$ cat src/rtl/quad_encoder_pkg.sv
// Shared state encodings and detent constants for the quadrature encoder.
package quad_encoder_pkg;

  typedef enum logic [1:0] {
    S00 = 2'b00,
    S01 = 2'b01,
    S10 = 2'b10,
    S11 = 2'b11
  } enc_state_t;

  localparam int QUARTERS_PER_DETENT = 4;

  // Clockwise successor in the Gray sequence S11 -> S10 -> S00 -> S01 -> S11.
  function automatic enc_state_t cw_next(input enc_state_t s);
    case (s)
      S11:     cw_next = S10;
      S10:     cw_next = S00;
      S00:     cw_next = S01;
      default: cw_next = S11;
    endcase
  endfunction

endpackage

$ cat src/rtl/quad_encoder_debouncer.sv
// Two-flop synchroniser followed by a hold-N-cycles debounce filter.
module debouncer #(
  parameter int N = 4
) (
  input  logic clk,
  input  logic reset,
  input  logic raw,
  output logic deb
);

  localparam int CW = $clog2(N);

  logic          sync1;
  logic          sync2;
  logic [CW-1:0] cnt;

  always_ff @(posedge clk) begin
    if (reset) begin
      sync1 <= 1'b1;
      sync2 <= 1'b1;
      deb   <= 1'b1;
      cnt   <= '0;
    end else begin
      sync1 <= raw;
      sync2 <= sync1;
      if (sync2 == deb) begin
        cnt <= '0;
      end else if (cnt == CW'(N - 1)) begin
        deb <= sync2;
        cnt <= '0;
      end else begin
        cnt <= cnt + CW'(1);
      end
    end
  end

endmodule

$ cat src/rtl/quad_encoder.sv
// Debounced quadrature decoder: counts full detents into a saturating or wrapping value.
module quad_encoder
  import quad_encoder_pkg::*;
#(
  parameter int WIDTH           = 8,
  parameter int DEBOUNCE_CYCLES = 4,
  parameter int RESET_VALUE     = 0,
  parameter int WRAP            = 0
) (
  input  logic             clk,
  input  logic             reset,
  input  logic             a,
  input  logic             b,
  output logic [WIDTH-1:0] value,
  output logic             step_cw,
  output logic             step_ccw,
  output logic             error
);

  localparam logic [WIDTH-1:0]  RST_V     = WIDTH'(RESET_VALUE);
  localparam logic [WIDTH-1:0]  VMAX      = '1;
  localparam logic signed [3:0] Q_FULL    = 4'(QUARTERS_PER_DETENT);
  localparam logic signed [3:0] Q_FULL_N  = 4'(-QUARTERS_PER_DETENT);

  logic              deb_a;
  logic              deb_b;
  enc_state_t        st;
  enc_state_t        cur;
  logic signed [3:0] q;
  logic signed [3:0] q_step;
  logic              is_cw;
  logic              is_ccw;
  logic [WIDTH-1:0]  value_inc;
  logic [WIDTH-1:0]  value_dec;

  debouncer #(.N(DEBOUNCE_CYCLES)) u_deb_a (
    .clk   (clk),
    .reset (reset),
    .raw   (a),
    .deb   (deb_a)
  );

  debouncer #(.N(DEBOUNCE_CYCLES)) u_deb_b (
    .clk   (clk),
    .reset (reset),
    .raw   (b),
    .deb   (deb_b)
  );

  always_comb begin
    cur       = enc_state_t'({deb_a, deb_b});
    is_cw     = (cur == cw_next(st));
    is_ccw    = (st == cw_next(cur));
    q_step    = is_cw ? q + 4'sd1 : q - 4'sd1;
    value_inc = (WRAP != 0 || value != VMAX) ? value + WIDTH'(1) : value;
    value_dec = (WRAP != 0 || value != '0)   ? value - WIDTH'(1) : value;
  end

  always_ff @(posedge clk) begin
    if (reset) begin
      st       <= S11;
      q        <= '0;
      value    <= RST_V;
      step_cw  <= 1'b0;
      step_ccw <= 1'b0;
      error    <= 1'b0;
    end else begin
      step_cw  <= 1'b0;
      step_ccw <= 1'b0;
      error    <= 1'b0;
      if (cur != st) begin
        st <= cur;
        if (is_cw || is_ccw) begin
          // The detent position commits the accumulated quarter steps, then restarts.
          if (cur == S11) begin
            q <= '0;
            if (q_step == Q_FULL) begin
              step_cw <= 1'b1;
              value   <= value_inc;
            end else if (q_step == Q_FULL_N) begin
              step_ccw <= 1'b1;
              value    <= value_dec;
            end
          end else begin
            q <= q_step;
          end
        end else begin
          q     <= '0;
          error <= 1'b1;
        end
      end
    end
  end

endmodule

$ cat config.mk
export PLATFORM = sky130hd
export DESIGN_NAME = quad_encoder
export DESIGN_NICKNAME = d
export VERILOG_FILES = /design/src/rtl/quad_encoder_pkg.sv /design/src/rtl/quad_encoder_debouncer.sv /design/src/rtl/quad_encoder.sv
export SDC_FILE = /design/constraint.sdc
export NUM_CORES = 1
export LEC_CHECK = 0
export BUFFER_PORTS_ARGS = -buffer_cell sky130_fd_sc_hd__buf_2
export CAP_MARGIN = 20
export CORE_MARGIN = 4
export CORE_UTILIZATION = 30
export DETAILED_ROUTE_END_ITERATION = 7
export GPL_ROUTABILITY_DRIVEN = 0
export PLACE_DENSITY = 0.5
export SLEW_MARGIN = 20
export SYNTH_ARGS = -nofsm -noshare
export SYNTH_HDL_FRONTEND = slang
export SYNTH_SLANG_ARGS = --single-unit
$ cat constraint.sdc
create_clock -name clk -period 3.5 [get_ports clk]
set_clock_uncertainty 0.1 [all_clocks]
set_input_delay 0.525 -clock clk [delete_from_list [all_inputs] [get_ports clk]]
set_output_delay 0.525 -clock clk [all_outputs]
set_load 0.03 [all_outputs]
==> results of run 1 <==
-- flip-flops by register name, indices dropped and copies added (netlist names) --
name	cells
u_deb_b.deb	1
u_deb_a.deb	1
step_ccw	1
q	4
u_deb_a.sync2	1
st	2
u_deb_b.sync1	1
u_deb_a.sync1	1
value	8
u_deb_a.cnt	2
step_cw	1
u_deb_b.cnt	2
u_deb_b.sync2	1
error	1
-- power by group --
part | total, mW | internal (mW) | switching, mW
sequential | 0.311 | 0.310 | 0.00112
clock | 0.184 | 0.0808 | 0.103
combinational | 0.0115 | 0.00476 | 0.00675
total | 0.506 | 0.395 | 0.111
-- cells by family (layout without fill, tap and decap cells) --
logic type      count (synthesis)  count (layout)  share of synthesized area, %
xor+xnor                       14              14                         9.757
flops                          27              27                         36.33
compound gates                 28              28                         12.87
buf+inv                        12              39                         3.785
mux                             6               6                         4.878
simple gates                   56              56                         20.44
fa+ha+maj                      13              13                         11.94
-- per-stage QoR --
step / hold WS, ns / setup WS (ns) / instances / area [sq um] / TNS [ns]
after floorplan: 0.2895 / 0.0008717 / 156 / 1490 / 0
after global placement: 0.2919 / 0.04452 / 238 / 1659 / 0
after detailed placement: 0.2958 / -0.05040 / 238 / 1659 / -0.05142
after CTS: 0.3157 / 0.02140 / 247 / 1757 / 0
after global routing: 0.3198 / -0.01529 / 250 / 1808 / -0.02642
final: 0.3193 / 0.1259 / 250 / 1808 / 0
-- layer usage --
layer	vias to the layer above	part of all wire, %	GRT usage (%)
met3	4	3.5	2.064
met5	-	0	0
met1	570	45	11.89
li1	591	-	-
met4	0	1.0	3.147
met2	17	51	18.15
-- worst paths after layout --
check,cells past startpoint,slack (ns),to,start
setup reg to reg,15,0.13,value[6],st[1]
hold reg to reg,1,0.32,u_deb_b.sync2,u_deb_b.sync1
setup / recovery,15,0.13,value[6],st[1]
hold / removal,1,0.32,u_deb_b.sync2,u_deb_b.sync1
-- Yosys cell counts, types with 2 or more instances --
library cell  instances
dfxtp_1              27
nor2_1               15
a21oi_1              11
ha_1                 11
xnor2_1               9
inv_1                 7
nand2_1               6
or2_2                 6
mux2i_1               5
a21o_1                4
and2_1                4
nand4_1               4
nor2b_1               4
clkbuf_1              3
nor3_1                3
or3_1                 3
xor2_1                3
a2111o_1              2
a211o_1               2
fa_1                  2
nand2b_1              2
nor3b_1               2
nor4_1                2
o21ai_0               2
-- what timing repair did --
action                     4_1_cts  5_1_grt
resized for setup                3        8
pin swaps                        3        6
setup endpoints to repair        2        2
hold buffers                     0        0
setup buffers                    5        3
-- critical path, delay by kind of cell (launching register included) --
kind | cells | cell delay, ns
buffers and inverters | 1 | 0.08
DFF | 1 | 0.35
xor gates and xnor gates | 2 | 0.35
and+or+nand+nor | 4 | 0.69
AOI/OAI and AO/OA | 6 | 1.03
adders and majority gates | 2 | 0.70
-- area by class of cell --
cell class                 count  area, sq um  share of cell area, %
clock buffer                   3        41.29                  2.284
clock inverter                 1        7.507                 0.4152
inverter                       7        26.28                  1.453
multi-input combinational    117        929.6                  51.42
sequential                    27        544.3                  30.10
tap                           67        83.83                  4.637
timing repair buffer          28        175.2                  9.689
==> run metrics, run 1 <==
status=completed; Leak=around 0.8 nW; number of global-route vias before repair=1,164; CP startpoint kind=register; maximum level of the CTS H-tree=1; relative slew slack=67.31%; minimum clock period=3.374 ns; most frequent cells in the layout=dfxtp_1 (24), nor2_1 (15), buf_2 (14), buf_4 (14); nets@finish=about 200; Syn Inst Count=156; Syn Area/Cell=9.536 sq um; initial antenna violation count=0; pwr dens=280.0 nW/um^2; Area contributors post-synth=dfxtp_1 (36%), ha_1 (9.3%), xnor2_1 (5.3%), nor2_1 (3.8%), a21oi_1 (3.7%); Synth top area share=36.33%; critical path class=register to register; DR vias/cell=4.728; Die Y-Extent=approximately 78 microns; maximum root-to-sink buffer count=2; final setup vio count=0; asr flop ratio synth=0%; Netlist cell types=41; commonest non-fill, non-tap cell in the layout=dfxtp_1; Clock transition at path regs=0.10 ns; WL final=2913 microns; VDD IR-drop max=roughly 0.00014 V; total power=506.2 uW; Die Span X=around 78 microns; area of the core=approximately 4800 sq um; Cell Area, Synth=1488 sq um; layout cells sized above 1=28.96%; I/O Buffers=14; Initial Utilization=a little under a third; Die ar.=6150 sq um; Routed Antenna Nets=0; CTS root buffer=clkbuf_8; Hold Path Class=register to register; Crit path largest cell delay=just over 0.4 ns; Synth Flop Type=dfxtp_1; net count after synthesis=173; number of synthesized flops with an enable pin=0; first-pass GRT wire length=5071 microns; Final Hold Fails=0; First-pass DRT Iterations=4; period utilization=96.40%; Slew Limit Fails=0; DRC=0; Core Util, Final=38.03%; Worst Setup End Kind=register; crit-path cells=xnor2_1 -> nor2_4 -> inv_1 -> ha_1 -> a21o_1 -> a21oi_2 -> xnor3_2 -> nand2_4 -> fa_1 -> a21o_1 -> a21oi_2 -> nor2b_1 -> or4_1 -> a31o_1 -> a21oi_1; Detailed Place HPWL=2108 microns; Vias=~1,200; Seq/Total Area, Yosys=36.33%; io pins=15; critical path's slowest cell=fa_1; Synth Warn #=0; MaxCap Viol Count=0; Fillers=approximately 500; num rows=25; Area Overhead vs Synth=21.53%; largest net degree at the start of global routing=28; clock sink count=27; clock latency on the worst-skew pair=0.27 ns; Worst Max-Slew Pin Slew=~0.48 ns; Critical Path RT=roughly 3.6 ns; GRT Util Overall=10.06%; n_diodes=0; max frequency=0.2964 GHz; Crit Path Max Fanout=8; 1st-iter DRT viols=18; global route overflow=0; flops & latches, synth=27; Num CTS Buffers=3; Yosys top cell by area=dfxtp_1; TritonCTS clock tree=yes; Avg WL per Cell=11.65 microns; CP Data Arrival Time=3.49 ns
No activity file was read; power rests on OpenSTA's default activity.
==> run 2, diff against run 1 <==
- SYNTH_HIERARCHICAL: not set -> 1
==> run 2 against run 1 <==
Compared with the run above:
- non-clock buffer count is 3 lower
- highest routed layer unchanged
- flip-flop and latch count unchanged
- first-iteration DRC count up 83%
- area after synthesis shrank 0.76%
- critical endpoint is now value[7]
- clock-buffer cell count stayed put
- worst hold slack about the same
==> run metrics, run 2 <==
Slew Limit Fails=0 (unchanged); largest net degree at the start of global routing=30 (+7.1%); TritonCTS clock tree=yes; Core Util, Final=38.05% (about the same); first-pass GRT wire length=5230 microns (+3.1%); Final Hold Fails=0 (unchanged); io pins=15 (unchanged); proportion of synthesized area in mux cells=4.915% (+0.037 points); net count after synthesis=168 (-2.9%); Cell Area, Synth=1476 sq um (-0.76%); Largest register FFs=8 (unchanged); Synth Area in Simple Gates=21.36% (+0.92 points); num rows=25 (unchanged); multi-input logic area=950.9 sq um (+2.3%); Worst Max-Slew Pin Slew=0.5041 ns (+0.02402 ns); Clock transition at path regs=0.10 ns (about the same); Die ar.=6107 sq um (-0.69%); Critical Path RT=3.62 ns (about the same); total power=505.7 uW (about the same); number of synthesized flops with an enable pin=0 (unchanged); final setup vio count=0 (unchanged); Yosys top cell by area=dfxtp_1; crit-path cells=xor2_1 -> nor2_2 -> inv_2 -> ha_4 -> a21o_1 -> a21oi_2 -> xnor3_2 -> nand2_4 -> ha_1 -> a211oi_2 -> o21bai_1 -> o22a_1 -> a2111o_1 -> a21oi_2 -> a2111o_1; DRC=0 (unchanged); nets@finish=196 (-2.5%); period utilization=94.90% (-1.5 points); status=completed; clock sink count=27 (unchanged); CP startpoint kind=register; Vias=1,163 (-1.6%); largest registers=value (8), q (4); global route overflow=0 (unchanged); Crit path largest cell delay=0.41 ns (about the same); layout cells sized above 1=30.51% (+1.5 points); MaxCap Viol Count=0 (unchanged); I/O Buffers=14 (unchanged); DR vias/cell=4.766 (+0.81%); Area Overhead vs Synth=22.54%; sequential standard cell area=541.8 sq um (-0.46%); post-cts hold buffer count=0 (unchanged); Synth Area in Compound Gates=13.14% (+0.27 points); pwr dens=279.5 nW/um^2 (-0.17%); n_diodes=0 (unchanged); Die Y-Extent=78.15 microns (-0.34%); clock latency on the worst-skew pair=0.27 ns (about the same); Post-Synth XOR/XNOR Area=9.322% (-0.43 points); Die Span X=78.15 microns (-0.34%); main combinational cell family by area after synthesis=simple AND/OR/NAND/NOR gates; Synth top area share=36.61% (+0.28 points); Synth Area in Adders=12.88% (+0.94 points); initial antenna violation count=0 (unchanged); Crit Path Max Fanout=5 (-3); asr flop ratio synth=0% (unchanged); Final WS setup=0.1783 ns (+0.05250 ns); Num CTS Buffers=3 (unchanged); most frequent cells in the layout=dfxtp_1 (26), buf_2 (14), nor2_1 (11), ha_1 (10), buf_4 (10); Avg WL per Cell=12.32 microns (+5.7%); flops & latches, synth=27 (unchanged); critical path class=register to register; minimum clock period=3.322 ns (-0.05249 ns); maximum level of the CTS H-tree=1 (unchanged); CP Data Arrival Time=3.45 ns (-0.04 ns); Netlist cell types=40 (-2.4%); WL final=3006 microns (+3.2%); Routed Antenna Nets=0 (unchanged); 1st-iter DRT viols=33 (+15); number of global-route vias before repair=1,194 (+2.6%); relative slew slack=66.39% (-0.92 points); First-pass DRT Iterations=4 (unchanged); Initial Utilization=31.05% (-0.24 points); Leak=0.7972 nW (about the same); Synth Warn #=6 (+6); Hold Path Class=register to register; most frequent cell after synthesis=dfxtp_1; Worst Setup End Kind=register; Syn Area/Cell=9.843 sq um (+3.2%); Place WS=-0.03908 ns (+0.01133 ns); Top reg by flops=value; maximum root-to-sink buffer count=2 (unchanged); Area contributors post-synth=dfxtp_1 (37%), ha_1 (10%), xnor2_1 (5.3%), a21oi_1 (3.7%), mux2i_1 (3.4%); Seq/Total Area, Yosys=36.61% (+0.28 points); commonest non-fill, non-tap cell in the layout=dfxtp_1; top post-synthesis cells by count=dfxtp_1 (27), ha_1 (12), a21oi_1 (11), nor2_1 (11), xnor2_1 (9); critical path's slowest cell=a2111o_1; Detailed Place HPWL=2194 microns (+4.1%); VDD IR-drop max=0.0001306 V (-5.1%); GRT Util Overall=10.29% (+0.23 points); Fillers=506 (-1.7%); Syn Inst Count=150 (-3.8%); max frequency=0.3011 GHz (+1.6%); CTS root buffer=clkbuf_8; area of the core=4755 sq um (unchanged); Synth Flop Type=dfxtp_1
-- run 2: cell count changes after synthesis, sizes merged --
cell    before  now
nor2        16   12
nor4b        0    2
or3          3    1
clkbuf       3    2
nor4         2    4
buf          2    0
ha          11   12
inv          7    5
-- run 2: cell type report --
| class | instances | share of cell area [%] |
|---|---|---|
| Inverter | 5 | 1.037 |
| Clock inverter | 1 | 0.4149 |
| Clock buffer | 3 | 2.282 |
| Timing Repair Buffer | 25 | 9.129 |
| Tap cell | 67 | 4.633 |
| Multi-Input combinational cell | 116 | 52.56 |
| Sequential cell | 27 | 29.94 |
-- run 2: worst max-delay path, delay by kind of cell (launching register included) --
family | cells | cell delay [ns]
adder cells (fa/ha/maj) | 2 | 0.48
flip-flops | 1 | 0.34
AO/OA/AOI/OAI | 8 | 1.53
XOR/XNOR | 2 | 0.46
buffers and inverters | 1 | 0.08
AND/OR/NAND/NOR | 2 | 0.31
-- run 2: path summary, 6_finish.rpt --
kind / start / endpoint / slack [ns] / cells after the start
worst max register to register: u_deb_a/deb / value[7] / 0.18 / 15
worst min-delay path: u_deb_a/sync1 / u_deb_a/sync2 / 0.32 / 1
worst max-delay path: u_deb_a/deb / value[7] / 0.18 / 15
worst min register to register: u_deb_a/sync1 / u_deb_a/sync2 / 0.32 / 1
-- run 2: logic make-up (layout without fill, tap and decap cells) --
| group | after synthesis | in the layout |
|---|---|---|
| AO/OA/AOI/OAI | 28 | 28 |
| XOR/XNOR | 14 | 14 |
| adder cells (fa/ha/maj) | 14 | 14 |
| buffers and inverters | 7 | 34 |
| flip-flops | 27 | 27 |
| multiplexers | 6 | 6 |
| AND/OR/NAND/NOR | 54 | 54 |
-- run 2: what timing repair did --
action                                  in CTS  in global routing
pin swaps                                    1                  4
endpoints found under the setup margin       2                  2
gates resized for setup                      2                 10
buffers inserted                             0                  1
-- run 2: through the flow --
stage | hold slack [ns] | instances | area (sq um) | TNS [ns]
6_report | 0.3189 | 244 | 1809 | 0
5_1_grt | 0.3244 | 244 | 1809 | -0.0008642
4_1_cts | 0.3212 | 243 | 1770 | 0
3_5_place_dp | 0.3033 | 239 | 1713 | -0.05860
3_3_place_gp | 0.2924 | 239 | 1713 | 0
2_1_floorplan | 0.2895 | 150 | 1479 | 0
-- run 2: power by group --
group          internal (mW)  leakage (nW)  switching, mW
clock network         0.0808        0.0217          0.102
logic                0.00475         0.557        0.00726
registers              0.310         0.218        0.00126
-- run 2: layer usage --
metal	vias to the layer above	share of wire, %	global-route usage (%)
met3	2	2.6	1.147
met4	0	0.96	3.846
met2	17	48	17.81
met1	552	48	13.11
li1	592	-	-
met5	-	0	0
